==> config.mk <==
export PLATFORM = sky130hd
export DESIGN_NAME = serial_subtractor
export DESIGN_NICKNAME = d
export VERILOG_FILES = /design/src/rtl/serial_sub_pkg.sv /design/src/rtl/full_subtractor.sv /design/src/rtl/serial_subtractor.sv
export SDC_FILE = /design/constraint.sdc
export NUM_CORES = 1
export LEC_CHECK = 0
export ABC_CLOCK_PERIOD_IN_PS = 1900
export CAP_MARGIN = 20
export CORE_ASPECT_RATIO = 1.4
export CORE_MARGIN = 2
export CORE_UTILIZATION = 30
export CTS_CLUSTER_SIZE = 25
export DETAILED_ROUTE_END_ITERATION = 6
export GPL_TIMING_DRIVEN = 0
export PLACE_DENSITY = 0.51
export SLEW_MARGIN = 10
export SYNTH_ARGS = -nofsm -noshare
export SYNTH_HDL_FRONTEND = slang
export SYNTH_SLANG_ARGS = --single-unit
export TNS_END_PERCENT = 10
==> constraint.sdc <==
create_clock -name clk -period 1.9 [get_ports clk]
set_input_delay 0.285 -clock clk [delete_from_list [all_inputs] [get_ports clk]]
set_output_delay 0.285 -clock clk [all_outputs]
set_load 0.02 [all_outputs]
==> src/rtl/serial_sub_pkg.sv <==
// Shared types and defaults for the bit-serial subtractor.
// Optional feature macro: SERIAL_SUB_OVF_EN (signed overflow output).
package serial_sub_pkg;

  // Default operand width.
  localparam int SUB_W_DEFAULT = 8;

  // Controller states: waiting for start, shifting bits, result pulse.
  typedef enum logic [1:0] {
    IDLE = 2'd0,
    RUN  = 2'd1,
    DONE = 2'd2
  } sub_state_t;

endpackage

==> src/rtl/full_subtractor.sv <==
// One-bit full-subtractor cell: d = x - y - bin, with borrow out.
module full_subtractor (
  input  logic x,
  input  logic y,
  input  logic bin,
  output logic d,
  output logic bo
);

  // Difference bit and borrow-out; borrow when x < y + bin.
  always_comb begin
    d  = x ^ y ^ bin;
    bo = (~x & y) | (~(x ^ y) & bin);
  end

endmodule

==> src/rtl/serial_subtractor.sv <==
// Bit-serial subtractor: diff = a - b - bin over W cycles, LSB first,
// using one full-subtractor cell and a single borrow flop.
// Optional feature macro: SERIAL_SUB_OVF_EN adds the signed overflow
// output 'ovf' together with its register and the operand MSB captures.
module serial_subtractor
  import serial_sub_pkg::*;
#(
  parameter int W = SUB_W_DEFAULT
) (
  input  logic         clk,
  input  logic         rst_n,
  input  logic         start,
  input  logic [W-1:0] a,
  input  logic [W-1:0] b,
  input  logic         bin,
  output logic         busy,
  output logic         done,
  output logic [W-1:0] diff,
`ifdef SERIAL_SUB_OVF_EN
  output logic         ovf,
`endif
  output logic         bout
);

  localparam int CW = $clog2(W);

  sub_state_t    state;
  sub_state_t    state_next;
  logic [W-1:0]  a_sh;
  logic [W-1:0]  b_sh;
  logic [W-1:0]  res;
  logic          br;
  logic [CW-1:0] cnt;
  logic          bout_q;
  logic          cell_d;
  logic          cell_bo;
  logic          last_bit;

`ifdef SERIAL_SUB_OVF_EN
  logic          a_msb;
  logic          b_msb;
  logic          ovf_q;
`endif

  // The single cell sees the current LSBs of the operand shifters.
  full_subtractor u_cell (
    .x   (a_sh[0]),
    .y   (b_sh[0]),
    .bin (br),
    .d   (cell_d),
    .bo  (cell_bo)
  );

  assign last_bit = (cnt == CW'(W - 1));

  // State register.
  always_ff @(posedge clk or negedge rst_n) begin
    if (!rst_n) begin
      state <= IDLE;
    end else begin
      state <= state_next;
    end
  end

  // Next-state logic; start is only honoured in IDLE, no queueing.
  always_comb begin
    state_next = state;
    case (state)
      IDLE:    if (start) state_next = RUN;
      RUN:     if (last_bit) state_next = DONE;
      DONE:    state_next = IDLE;
      default: state_next = IDLE;
    endcase
  end

  // Datapath: load operands on accepted start, shift one bit per RUN edge.
  always_ff @(posedge clk or negedge rst_n) begin
    if (!rst_n) begin
      a_sh   <= '0;
      b_sh   <= '0;
      res    <= '0;
      br     <= 1'b0;
      cnt    <= '0;
      bout_q <= 1'b0;
    end else begin
      case (state)
        IDLE: begin
          if (start) begin
            a_sh <= a;
            b_sh <= b;
            br   <= bin;
            cnt  <= '0;
          end
        end
        RUN: begin
          res  <= {cell_d, res[W-1:1]};
          a_sh <= a_sh >> 1;
          b_sh <= b_sh >> 1;
          br   <= cell_bo;
          cnt  <= cnt + 1'b1;
          if (last_bit) begin
            bout_q <= cell_bo;
          end
        end
        default: ;
      endcase
    end
  end

`ifdef SERIAL_SUB_OVF_EN
  // Signed overflow: operand signs differ and result sign differs from a.
  always_ff @(posedge clk or negedge rst_n) begin
    if (!rst_n) begin
      a_msb <= 1'b0;
      b_msb <= 1'b0;
      ovf_q <= 1'b0;
    end else begin
      if (state == IDLE && start) begin
        a_msb <= a[W-1];
        b_msb <= b[W-1];
      end
      if (state == RUN && last_bit) begin
        ovf_q <= (a_msb ^ b_msb) & (a_msb ^ cell_d);
      end
    end
  end

  assign ovf = ovf_q;
`endif

  // Outputs come straight from flops or decoded state only.
  assign busy = (state != IDLE);
  assign done = (state == DONE);
  assign diff = res;
  assign bout = bout_q;

endmodule

* Word level (Yosys, flattened, before mapping)
Cells that the tools add are included.
Widths: inputs -> output; s select.
** Storage, ports and cells
- Register bits after elaboration :: 31
- Output and inout bits :: 11
- Word-level logic and storage cells :: 37
** Cells by class
- $add $sub $neg :: 1
- Equality and inequality tests :: 5
- Multiplexer cells :: 11
- Bitwise operators :: 7
- Reductions and logical operators :: 6
** Operator list (number)
- $pmux 8 s2 :: 2
- $mux 8 :: 2
- $pmux 3 s2 :: 1
- $reduce_and 2->1 :: 3
- $mux 2 :: 2
- $ne 2x2->1 const B :: 2
- $pmux 2 s2 :: 1
- $reduce_bool 2->1 :: 2
- $add 3x1->3 const B :: 1
- $eq 3x3->1 const B :: 1
- $mux 3 :: 1
- $and 1x1->1 :: 2
- $eq 2x1->1 const B :: 1
- $eq 2x2->1 const B :: 1
- $logic_not 2->1 :: 1
- $not 1->1 :: 2
- $pmux 1 s2 :: 1
- $xor 1x1->1 :: 2
- $mux 1 :: 1
- $or 1x1->1 :: 1

* Longest topological paths before layout
- Depth in word-level cells :: 5
- Mapped depth :: 4
- Gate-level depth less buffers :: 4

* Hierarchy
A second synthesis with hierarchy kept.
** Second synthesis, totals
- Cells, all modules :: 130
- Area, all modules :: 1516.5 µm²
** Modules (own cells, without submodules)
- serial_subtractor :: instances 1, cells each 126, area each 1485.2 µm², sequential area each 775.7 µm²
- full_subtractor :: instances 1, cells each 4, area each 31.3 µm², sequential area each 0.0 µm²

* Worst setup path before layout
No wires, ideal clock.
- Kind :: reg2out
- Start point :: register state[1]
- End point :: output port done
- Data arrival time :: 1.124 ns
- Required time :: 1.615 ns
- Path slack :: 0.491 ns
- Stages on the path, launching flop included :: 4
- Buffers on the path :: 2
- Cells stage by stage :: dfrtp_1 > buf_6 > clkbuf_1 > nor2b_1
** On the way
- Word-level cells in the longest chain between the ends :: 1
** Ends and longest elaborated chain
- start: declaration :: RTL line serial_subtractor.sv:27 : sub_state_t state;
- start signal: assignment :: RTL line serial_subtractor.sv:61 : state <= state_next;
- $eq 2x2->1 :: RTL line serial_subtractor.sv:133 : assign done = (state == DONE);
- end: declaration :: RTL line serial_subtractor.sv:17 : output logic done,
No other way between the ends.

* Final worst setup path
- Start point :: register state[0]
- End point :: output port busy
** On the way
- Word-level cells in the longest chain between the ends :: 1
** Ends and longest elaborated chain
- $reduce_bool 2->1 :: RTL line serial_subtractor.sv:132 : assign busy = (state != IDLE);
- end: declaration :: RTL line serial_subtractor.sv:16 : output logic busy,
No other way between the ends.

==> flow_metrics.tcl <==
set metrics [dict create \
    worst_ep_required_time_ns 1.62 \
    final_cells 224 \
    utilization 0.406 \
    grt_pass1_vias 1087 \
    vdd_drop_max_uv 566 \
    avgRoutedWirePerCell_um 14.2 \
    worstHoldPathType "input port to asynchronous set/reset pin" \
    slowest_stage "dfrtp_1" \
    ys_ff_latch 31 \
    cp-end-kind "output port" \
    cts_tree "yes" \
    hold_viol_final 0 \
    p_clk_frac 0.168 \
    worstPathArrival_ns 1.42 \
    p_leak_nw 0.841 \
    drive_gt1_frac 0.219 \
    antenna_found_initial 0 \
    io_buffers 30 \
    dpl.hpwl_um 2260 \
    area_growth_syn_to_layout_pct 30.6 \
    final_max_slew_viol_count 0 \
    fin_worst_skew_ns 0.00601 \
    synth.area.top_cells "dfrtp_1 52%, mux2_2 6.0%, nor4b_1 5.2%" \
    final_cell_mix "31 x dfrtp_1, 27 x clkdlybuf4s50_1, 13 x inv_1" \
    post-cts-setup-buffers 0 \
    first_pass_iters 4 \
    clk_latency_ns 0.28 \
    ctsRootBufferMaster "clkbuf_8" \
    core_um2 4840 \
    syn_area_per_cell_um2 12.2 \
    grt_max_degree 32 \
    maxCapViolations 0 \
    num_vias 1109 \
    clock-sinks 31 \
    p_comb_frac 0.455 \
    die_w_um 63.9 \
    num_rows 30 \
    place_congestion 0.744 \
    synth_top_area_frac 0.515 \
    synth_top_cell_by_area "dfrtp_1" \
    p_per_area_nw_per_um2 1570 \
    seqPwrFrac 0.378 \
    switching_power_mw 1.08 \
    finalSetupViolations 0 \
    htree_num_levels 2 \
    track_usage 0.125 \
    die_height_um 87.8 \
    synth_nets 146 \
    final_common_cell "dfrtp_1" \
    synthCells 123 \
    grt_overflow 0 \
    path_class "flop to output port" \
    postCtsHoldBufs 0 \
    drcViolationCount 0 \
    placed_area_um2 1880 \
    start_kind "flop" \
    diodes 0 \
    timing.final.crit_period_ns 1.71 \
    swShare 0.349 \
    pre_cts_slack_ns -0.0891 \
    syn_area_um2 1510 \
    timing.fmax_ghz 0.585 \
    routed_wl_um 3170 \
    synth.distinct_cells 28 \
    crit_buf_inv 3 \
    die-area_um2 5610 \
    crit_family "buffers and inverters" \
    yosysWarnings 0 \
    relSlewSlack 0.526 \
    start_util 0.311 \
    reg2reg_slack_ns 0.56 \
    finalCritPeriodShare 0.899 \
    ant_nets 0 \
    cp_max_fo 10 \
    fin_nets 183 \
    drt_iter0_drc 40 \
    grt_pass1_wl_um 5240 \
    status "complete, no violations" \
    crit_chain "buf_6 > nor2_2 > inv_1 > dlygate4sd2_1" \
    cts_buffers 5 \
    max_stage_delay_ns 0.43 \
    cts_buffer_depth 2 \
    place_inst 217 \
    p_int_mw 2.01 \
    clkTransAtPathRegs_ns 0.07 \
    grt_setup_unrepaired "false" \
    vias_per_cell 4.95 \
    worst_pin_slew_ns 0.711 \
    final_area_um2 1970 \
    ys_seq_area_frac 0.515 \
    setup_ws_ns 0.191 \
    ios 31 \
]
==> power groups by stage <==
stage          Clock, mW  Combinational (mW)  Sequential [mW]
3_3_place_gp           0                1.40             1.18
5_1_grt            0.581                1.53             1.21
3_5_place_dp           0                1.43             1.18
2_1_floorplan          0               0.853             1.26
6_report           0.518                1.40             1.17
4_1_cts            0.541                1.43             1.17
==> what timing repair did <==
action,in CTS,in global routing
endpoints found under the setup margin,2,1
hold endpoints to repair,0,0
gates resized for setup,4,2
==> synthesized netlist by cell type, drive strengths merged <==
master,count
a222oi,1
or3b,1
and2b,1
a211oi,9
fa,1
dfrtp,31
o221a,5
nor2,1
or4b,5
nor2b,2
nor4b,9
a32o,1
mux2i,2
a21oi,1
nand2b,3
clkbuf,2
nand2,2
nand3b,1
ha,2
o211ai,1
o21ba,1
mux2,8
buf,8
inv,13
a22o,2
nor3b,9
o21bai,1
==> worst register-to-register path, delay by kind of cell, from the launching register on <==
family,cells,cell delay (ns)
buffers and inverters,1,0.26
flip-flops,1,0.40
multiplexers,1,0.36
AND/OR/NAND/NOR,1,0.20
==> final timing paths <==
check | end | cells past startpoint | start
worst min register to register | cnt[0]$_DFFE_PN0P_ | 1 | cnt[0]$_DFFE_PN0P_
worst min-delay path | a_sh[0]$_DFFE_PN0P_ | 1 | rst_n
max in group asynchronous | b_sh[1]$_DFFE_PN0P_ | 1 | rst_n
worst max register to register | diff[4]$_DFFE_PN0P_ | 3 | state[1]$_DFFE_PN0P_
min in group clk | cnt[0]$_DFFE_PN0P_ | 1 | cnt[0]$_DFFE_PN0P_
worst max-delay path | busy | 4 | state[0]$_DFFE_PN0P_
==> cell families (layout without fill, tap and decap cells) <==
| logic type | Yosys count | in the layout | synth area share |
|---|---|---|---|
| buf+inv | 23 | 60 | 0.0723 |
| fa+ha+maj | 3 | 3 | 0.0299 |
| simple gates | 34 | 34 | 0.175 |
| compound gates | 22 | 22 | 0.135 |
| flops | 31 | 31 | 0.515 |
| mux | 10 | 10 | 0.0732 |
==> stage by stage <==
stage	setup TNS, ns	hold slack (ns)	total power, mW
6_report	0	0.0597	3.09
5_1_grt	0	0.0989	3.32
4_1_cts	0	0.0780	3.14
3_5_place_dp	-0.171	0.385	2.61
3_3_place_gp	-1.76	0.481	2.58
2_1_floorplan	0	-0.0106	2.12
==> metal layers <==
metal  track usage  vias to the layer above  routed length, um
li1              -                      523                  -
met1         0.149                      553               1360
met2         0.205                       31               1600
met3        0.0424                        2                197
met4        0.0534                        0                 17
met5             0                        -                  0
==> state kept, by name, indices dropped and copies added (netlist names) <==
signal  flops
b_sh        8
diff        8
bout        1
cnt         3
br          1
a_sh        8
state       2
==> layout make-up <==
class,instances,area [um^2]
Fill cell,477,2880
Inverter,13,48.8
Multi-Input combinational cell,69,623
Tap cell,64,80.1
Timing Repair Buffer,30,289
Buffer,10,61.3
Clock buffer,6,82.6
Sequential cell,31,776
Clock inverter,1,5.00
(Power assumes the default switching activity.)
